File: config.mk
export PLATFORM = sky130hd
export DESIGN_NAME = sdr_host_arbiter
export DESIGN_NICKNAME = d
export VERILOG_FILES = /design/src/rtl/sdr_host_arbiter.sv
export SDC_FILE = /design/constraint.sdc
export NUM_CORES = 1
export LEC_CHECK = 0
export BUFFER_PORTS_ARGS = -buffer_cell sky130_fd_sc_hd__buf_2
export CORE_AREA = 2 2 148 150
export CTS_CLUSTER_DIAMETER = 100
export DETAILED_ROUTE_END_ITERATION = 12
export DIE_AREA = 0 0 150 152
export GPL_ROUTABILITY_DRIVEN = 0
export PLACE_DENSITY = 0.55
export SYNTH_ARGS = -nofsm -noshare
export SYNTH_HDL_FRONTEND = slang
export SYNTH_SLANG_ARGS = --single-unit
File: constraint.sdc
create_clock -name CLK -period 12.24 [get_ports CLK]
set_input_delay 3.06 -clock CLK [delete_from_list [all_inputs] [get_ports CLK]]
set_output_delay 3.06 -clock CLK [all_outputs]
set_load 0.03 [all_outputs]
File: src/rtl/sdr_host_arbiter.sv
// sdr_host_arbiter: round-robin sharing of one SDR SDRAM controller host port among NREQ requesters.
// Define SDR_ARB_P0_PRIORITY_EN to give port 0 absolute priority over the round robin.
module sdr_host_arbiter #(
    parameter int NREQ   = 4,
    parameter int ASIZE  = 23,
    parameter int DSIZE  = 32,
    parameter int BURST  = 4,
    parameter int WR_LAT = 0,
    parameter int RD_LAT = 5
) (
    input  logic                      CLK,
    input  logic                      RESET,
    input  logic [NREQ-1:0]           REQ,
    input  logic [NREQ-1:0]           RNW,
    input  logic [NREQ*ASIZE-1:0]     REQ_ADDR,
    input  logic [NREQ*DSIZE-1:0]     REQ_WDATA,
    input  logic [NREQ*DSIZE/8-1:0]   REQ_DM,
    output logic [NREQ-1:0]           GNT,
    output logic [NREQ-1:0]           WR_STB,
    output logic [NREQ-1:0]           RD_VLD,
    output logic [DSIZE-1:0]          RD_DATA,
    output logic                      BUSY,
    output logic [2:0]                CMD,
    output logic [ASIZE-1:0]          ADDR,
    input  logic                      CMDACK,
    output logic [DSIZE-1:0]          DATAIN,
    output logic [DSIZE/8-1:0]        DM,
    input  logic [DSIZE-1:0]          DATAOUT
);
    localparam int IW = (NREQ > 1) ? $clog2(NREQ) : 1;
    localparam int MW = DSIZE / 8;
    typedef enum logic [2:0] {S_IDLE, S_CMD, S_WLAT, S_WDATA, S_RWAIT, S_RDATA} state_t;
    state_t state_q, state_d;
    logic [IW-1:0] ptr_q, ptr_d, win_q, win_d, sel, jx;
    logic rnw_q, rnw_d;
    logic [2:0] cmd_q, cmd_d;
    logic [ASIZE-1:0] addr_q, addr_d;
    logic [3:0] cnt_q, cnt_d;
    logic [DSIZE-1:0] datain_q, datain_d, rd_data_q, rd_data_d;
    logic [MW-1:0] dm_q, dm_d;
    logic [NREQ-1:0] wr_stb_q, wr_stb_d, rd_vld_q, rd_vld_d, win_oh;
    int j;
    assign win_oh = {{(NREQ-1){1'b0}}, 1'b1} << win_q;
    // Scan downwards so the nearest requester after the pointer is the last one written.
    always_comb begin
        sel = ptr_q;
        j = 0;
        jx = '0;
        for (int k = NREQ; k >= 1; k--) begin
            j = int'(ptr_q) + k;
            if (j >= NREQ) j = j - NREQ;
            jx = IW'(j);
            if (REQ[jx]) sel = jx;
        end
`ifdef SDR_ARB_P0_PRIORITY_EN
        if (REQ[0]) sel = '0;
`endif
    end
    always_comb begin
        state_d = state_q;
        ptr_d = ptr_q;
        win_d = win_q;
        rnw_d = rnw_q;
        cmd_d = cmd_q;
        addr_d = addr_q;
        cnt_d = cnt_q;
        case (state_q)
            S_IDLE: if (|REQ) begin
                state_d = S_CMD;
                win_d = sel;
                rnw_d = RNW[sel];
                cmd_d = RNW[sel] ? 3'b001 : 3'b010;
                addr_d = REQ_ADDR[sel*ASIZE +: ASIZE];
`ifdef SDR_ARB_P0_PRIORITY_EN
                ptr_d = (sel == '0) ? ptr_q : sel;
`else
                ptr_d = sel;
`endif
            end
            S_CMD: if (CMDACK) begin
                cmd_d = 3'b000;
                cnt_d = '0;
                state_d = rnw_q ? ((RD_LAT > 1) ? S_RWAIT : S_RDATA) : ((WR_LAT > 0) ? S_WLAT : S_WDATA);
            end
            S_WLAT: begin
                cnt_d = (cnt_q == 4'(WR_LAT - 1)) ? 4'd0 : cnt_q + 4'd1;
                state_d = (cnt_q == 4'(WR_LAT - 1)) ? S_WDATA : S_WLAT;
            end
            S_RWAIT: begin
                cnt_d = (cnt_q == 4'(RD_LAT - 2)) ? 4'd0 : cnt_q + 4'd1;
                state_d = (cnt_q == 4'(RD_LAT - 2)) ? S_RDATA : S_RWAIT;
            end
            S_WDATA, S_RDATA: begin
                cnt_d = cnt_q + 4'd1;
                state_d = (cnt_q == 4'(BURST - 1)) ? S_IDLE : state_q;
            end
            default: state_d = S_IDLE;
        endcase
        // Write beats are captured one cycle ahead so they sit on DATAIN during WDATA itself.
        datain_d = (state_d == S_WDATA) ? REQ_WDATA[win_q*DSIZE +: DSIZE] : '0;
        dm_d = (state_d == S_WDATA) ? REQ_DM[win_q*MW +: MW] : '0;
        wr_stb_d = (state_d == S_WDATA) ? win_oh : '0;
        rd_vld_d = (state_q == S_RDATA) ? win_oh : '0;
        rd_data_d = (state_q == S_RDATA) ? DATAOUT : rd_data_q;
    end
    always_ff @(posedge CLK or posedge RESET) begin
        if (RESET) begin
            state_q <= S_IDLE;
            ptr_q <= IW'(NREQ - 1);
            win_q <= '0;
            rnw_q <= 1'b0;
            cmd_q <= 3'b000;
            addr_q <= '0;
            cnt_q <= '0;
            datain_q <= '0;
            dm_q <= '0;
            wr_stb_q <= '0;
            rd_vld_q <= '0;
            rd_data_q <= '0;
        end else begin
            state_q <= state_d;
            ptr_q <= ptr_d;
            win_q <= win_d;
            rnw_q <= rnw_d;
            cmd_q <= cmd_d;
            addr_q <= addr_d;
            cnt_q <= cnt_d;
            datain_q <= datain_d;
            dm_q <= dm_d;
            wr_stb_q <= wr_stb_d;
            rd_vld_q <= rd_vld_d;
            rd_data_q <= rd_data_d;
        end
    end
    assign GNT = (state_q == S_CMD && CMDACK) ? win_oh : '0;
    assign WR_STB = wr_stb_q;
    assign RD_VLD = rd_vld_q;
    assign RD_DATA = rd_data_q;
    assign BUSY = (state_q != S_IDLE);
    assign CMD = cmd_q;
    assign ADDR = addr_q;
    assign DATAIN = datain_q;
    assign DM = dm_q;
endmodule

[Word level (Yosys, flattened, before mapping)]
Cells that the tools add are included.
Storage, ports and cells
  word-level logic and storage cells: 93
  output and inout bits: 107
  flip-flop bits (word level): 114
Operators by class
  add/sub/neg operators: 9
  magnitude comparators: 9
  reductions and logical operators: 10
  $mul: 1
  multiplexer cells: 38
  shifts and indexed selects: 4
  equality and inequality tests: 10
Operators with widths (number)
  $shiftx A128 B8 Y32: 1
  $shiftx A92 B8 Y23: 1
  $mux W32: 1
  $mux W4: 7
  $mux W2: 9
  $mux W3: 6
  $pmux W4 S4: 1
  $shiftx A16 B5 Y4: 1
  $lt A2 B3 Y1 const B: 5
  $pmux W3 S5: 1
  $bmux W1 S2: 5
  $eq A3 B2 Y1 const B: 3
  $ge A3 B3 Y1 const B: 3
  $sub A2 B1 Y2 const B: 4
  $mul A2 B5 Y7 const B: 1
  $mux W1: 7
  $add A2 B2 Y3 const B: 2
  $eq A3 B3 Y1 const B: 2
  $pmux W3 S2: 1
  $add A2 B3 Y4 const B: 1
  $add A4 B1 Y4 const B: 1
  $eq A4 B2 Y1 const B: 1
  $eq A4 B4 Y1 const B: 1
  $ge A4 B3 Y1 const B: 1
  other kinds (13): 15

[Longest topological paths before layout]
  depth after elaboration: 14
  mapped depth: 8
  mapped depth without buffers: 6

[Worst setup path after synthesis]
Ideal clock, no wire load.
  path kind: input to output
  from: input port CMDACK
  to: output port GNT[0]
  path slack: 5.283 ns
  arrival: 3.897 ns
  stages: 2
  cell sequence: nand3_1 > nor3_1
Between the ends
  word-level cells in the longest chain between the ends: 2
RTL lines
  from (decl): line 25  | input logic CMDACK,
  $logic_and A1 B1 Y1: line 135  | assign GNT = (state_q == S_CMD && CMDACK) ? win_oh : '0;
  $mux W4: line 135
  to (decl): line 18  | output logic [NREQ-1:0] GNT,
Every way passes these cells.

[Final worst setup path]
Ends and elaborated chain as after synthesis.

==> implementation parameters <==
Parameter                              Value

Logic synthesis
  Adder-cell area share of the yosys netlist    0.204%
  Flop and latch count out of synthesis    113
  Top area cells in the synthesized netlist    sky130_fd_sc_hd__dfrtp_1 45%, sky130_fd_sc_hd__mux4_2 13%, sky130_fd_sc_hd__mux2_2 7.0%, sky130_fd_sc_hd__mux2_4 4.2%, sky130_fd_sc_hd__a221o_1 3.9%
  Area share of the leading cell type in the synthesized netlist    45.3%
  Syn. warnings    0
  Fraction of the mapped netlist area in compound gates    12.4%
  Post-synthesis area per instance    13.0 sq um
  Syn Inst Count    around 470
  Top flip-flop cell by instance count after synthesis    sky130_fd_sc_hd__dfrtp_1
  Mapped cell area    0.00614 sq mm
  Most used standard cells in the synthesized netlist    111 x sky130_fd_sc_hd__dfrtp_1, 38 x sky130_fd_sc_hd__mux2_2, 36 x sky130_fd_sc_hd__mux4_2, 28 x sky130_fd_sc_hd__a21oi_1, 25 x sky130_fd_sc_hd__clkbuf_1
  Share of synthesized area spent on multiplexers    between 20 and 25%
  Number of synthesized flops with an enable pin    0
  Simple-gate share of the synthesized area    12.2%
  Cell with the most instances after synthesis    sky130_fd_sc_hd__dfrtp_1
  Unique masters post-synth    53
  Net count of the mapped netlist    754
  Synthesized-area fraction occupied by xor and xnor cells    0.143%
  Biggest area consumer among synthesized cells    sky130_fd_sc_hd__dfrtp_1
  Largest family of logic cells by synthesized area    multiplexers
  Seq/Total Area, Yosys    46.1%
  Async S/R FF share, synth    100%

Power and ir drop
  Power per standard cell area    ~260 mW/mm^2
  Leak pwr    4.43 nW
  Power consumption    2.29 mW
  IR Drop Worst-Case VDD    103 uV

Timing
  Number of hold-slack violations in the final timing report    0
  Worst-Margin Slew    1170 ps
  Final period util    a little under three fifths
  Final worst setup slack    5300 ps
  Relative slew slack    21.9%
  Final Max Slew Viols    0
  Endpoints failing setup    0
  Setup clock skew after layout    roughly 11 ps
  Highest attainable clock frequency    0.144 GHz
  Sum of negative setup slack    0 ps
  Unrepaired setup endpoints after global routing    no
  Final Critical Period    roughly 6900 ps

Worst setup path
  Highest fanout seen on the critical path    6
  Crit-path slowest cell    sky130_fd_sc_hd__nand3_1
  Most used cell along the critical path    sky130_fd_sc_hd__buf_2
  Worst EP arrival    3880 ps
  Critical path, cell by cell    buf_2 > nand3_1 > nor3_1 > buf_2
  Buffers & Inverters on Critical Path    2
  Startpoint class of the critical path    input pin
  Req. time, crit path    9180 ps
  Worst setup EP type    primary output
  Delay of the slowest critical-path stage    ~270 ps
  Cell family with most CP delay    simple AND/OR/NAND/NOR gates
  Classification of the worst setup path    in2out

CTS
  Number of hold-repair buffers added at the cts stage    0
  Bufs on Longest Clock Path    2
  Post-cts gate resize count    0
  Buffers inserted by post-CTS timing repair    0
  Worst skew pair latency    410 ps
  CTS buffer count    17
  Clock transition at the register clock pins on the worst setup and hold paths after CTS    70 ps
  Clk sink count    113
  Root Buffer Master    sky130_fd_sc_hd__clkbuf_16
  Maximum level of the CTS H-tree    4
  TritonCTS clock tree    done

Die
  Area of the die    between 0.02 and 0.025 sq mm
  Effective utilization at floorplan    between 20 and 30%
  CORE AREA    0.0214 sq mm
  Std cell rows    54
  Overall die height    approximately 150 um
  Die W    150 um
  I/O pins    386

GRT
  Tot GR Track Use    18.7%
  Maximum number of pins on one net before global-route repair    62
  First-pass GRT wire length    around 33000 um
  Remaining Overflow, GRT    0
  Antenna violations before repair    1
  Vias in the first global route    5651

Outcome
  Result of the run    complete, no violations

Detailed routing
  First drt pass iteration count    4
  Violation count after the first detailed-routing iteration    205
  Vias per Instance    ~4.8
  Number of nets with antenna violations after detailed routing    0
  Post-detailed-routing wire length    21600 um
  Post-detailed-route wirelength per cell    around 19 um
  Vias after detailed routing    5480
  Detailed-route DRC error count    0

Cells and area
  Fraction of layout cells with a size suffix above 1    65.2%
  Antenna diodes    0
  Net count reported at finish    1118
  Growth of design area from synthesis to finish    43.5%
  Filler instances    2121

Place
  Post-Place Setup Slack    5290 ps
  Buffers on Ports    384
  Dpl hpwl    about 17000 um

Job
  Max Cap Violations    0

Min path
  Worst min-delay path class    reg2reg
## path summary, 6_finish.rpt
kind | from | to | slack [ps] | cells after the start
setup / recovery | CMDACK | GNT[0] | 5300 | 4
hold / removal | RD_DATA[18] | RD_DATA[18] | 500 | 1
setup reg to reg | state_q[2] | ADDR[14] | 9440 | 4
hold reg to reg | RD_DATA[18] | RD_DATA[18] | 500 | 1
max in group asynchronous | RESET | win_q[1] | 8210 | 3
min in group asynchronous | RESET | RD_DATA[25] | 2730 | 2
## where the power goes
part	leakage [nW]	switching [mW]	internal, mW
sequential	1.44	0.0892	0.521
combinational	2.71	0.686	0.491
clock	0.286	0.209	0.289
total	4.43	0.984	1.30
## logic make-up after synthesis
group,after synthesis
multiplexers,93
AO/OA/AOI/OAI,98
AND/OR/NAND/NOR,116
XOR/XNOR,1
other,1
flip-flops,113
buffers and inverters,51
adder cells (fa/ha/maj),1
## routing by layer
layer / part of all wire [%] / global-route usage (%) / up-vias
met1: 41 / 23.1 / 2628
met2: 50 / 32.1 / 278
met4: 1.2 / 4.00 / 2
met5: 0.042 / 0 / -
li1: - / - / 2551
met3: 8.1 / 5.68 / 21
## state kept, by name, indices dropped and copies added, names as in the netlist, 3 cells and up
signal / flops
DATAIN: 32
RD_DATA: 32
ADDR: 23
DM: 4
RD_VLD: 4
WR_STB: 4
cnt_q: 4
state_q: 3
## worst reg2reg max path: cells and delay by family, from the launching register on
family,cells,cell delay (ps)
simple gates,3,1930
flops,1,510
compound gates,1,300
## placed cells by master (no fill, tap or decap), types with 3 or more instances in the layout
cell type	n
sky130_fd_sc_hd__mux4_2	36
sky130_fd_sc_hd__inv_6	8
sky130_fd_sc_hd__nor2b_1	13
sky130_fd_sc_hd__and3b_1	3
sky130_fd_sc_hd__o31ai_1	23
sky130_fd_sc_hd__buf_2	384
sky130_fd_sc_hd__inv_8	3
sky130_fd_sc_hd__nor2b_2	24
sky130_fd_sc_hd__nand2b_1	6
sky130_fd_sc_hd__nand2_1	7
sky130_fd_sc_hd__a221o_1	24
sky130_fd_sc_hd__nor3_1	5
sky130_fd_sc_hd__mux2_4	17
sky130_fd_sc_hd__a21o_1	4
sky130_fd_sc_hd__inv_1	5
sky130_fd_sc_hd__dfrtp_1	109
sky130_fd_sc_hd__buf_4	6
sky130_fd_sc_hd__clkbuf_16	17
sky130_fd_sc_hd__nand4_1	23
sky130_fd_sc_hd__o21ai_0	4
sky130_fd_sc_hd__a21oi_1	28
sky130_fd_sc_hd__nor2_1	18
sky130_fd_sc_hd__mux2_2	38
## metrics by stage
step	hold WS [ps]	utilization, %	instance area (sq um)	instances
2_1_floorplan	471	-	6140	474
3_3_place_gp	483	38.5	8230	1099
4_1_cts	502	41.3	8810	1131
5_1_grt	517	41.3	8810	1131
3_5_place_dp	487	38.5	8230	1099
6_report	499	41.3	8810	1131
## area by class of cell
cell class | instances | area [sq um] | share of cell area [%]
Sequential cell | 113 | 2830 | 32.1
Clock buffer | 17 | 425 | 4.83
Inverter | 6 | 25.0 | 0.284
Multi-Input combinational cell | 310 | 3050 | 34.6
Timing Repair Buffer | 390 | 1970 | 22.3
Tap cell | 280 | 350 | 3.98
Clock inverter | 15 | 159 | 1.80
(Power assumes the default switching activity.)
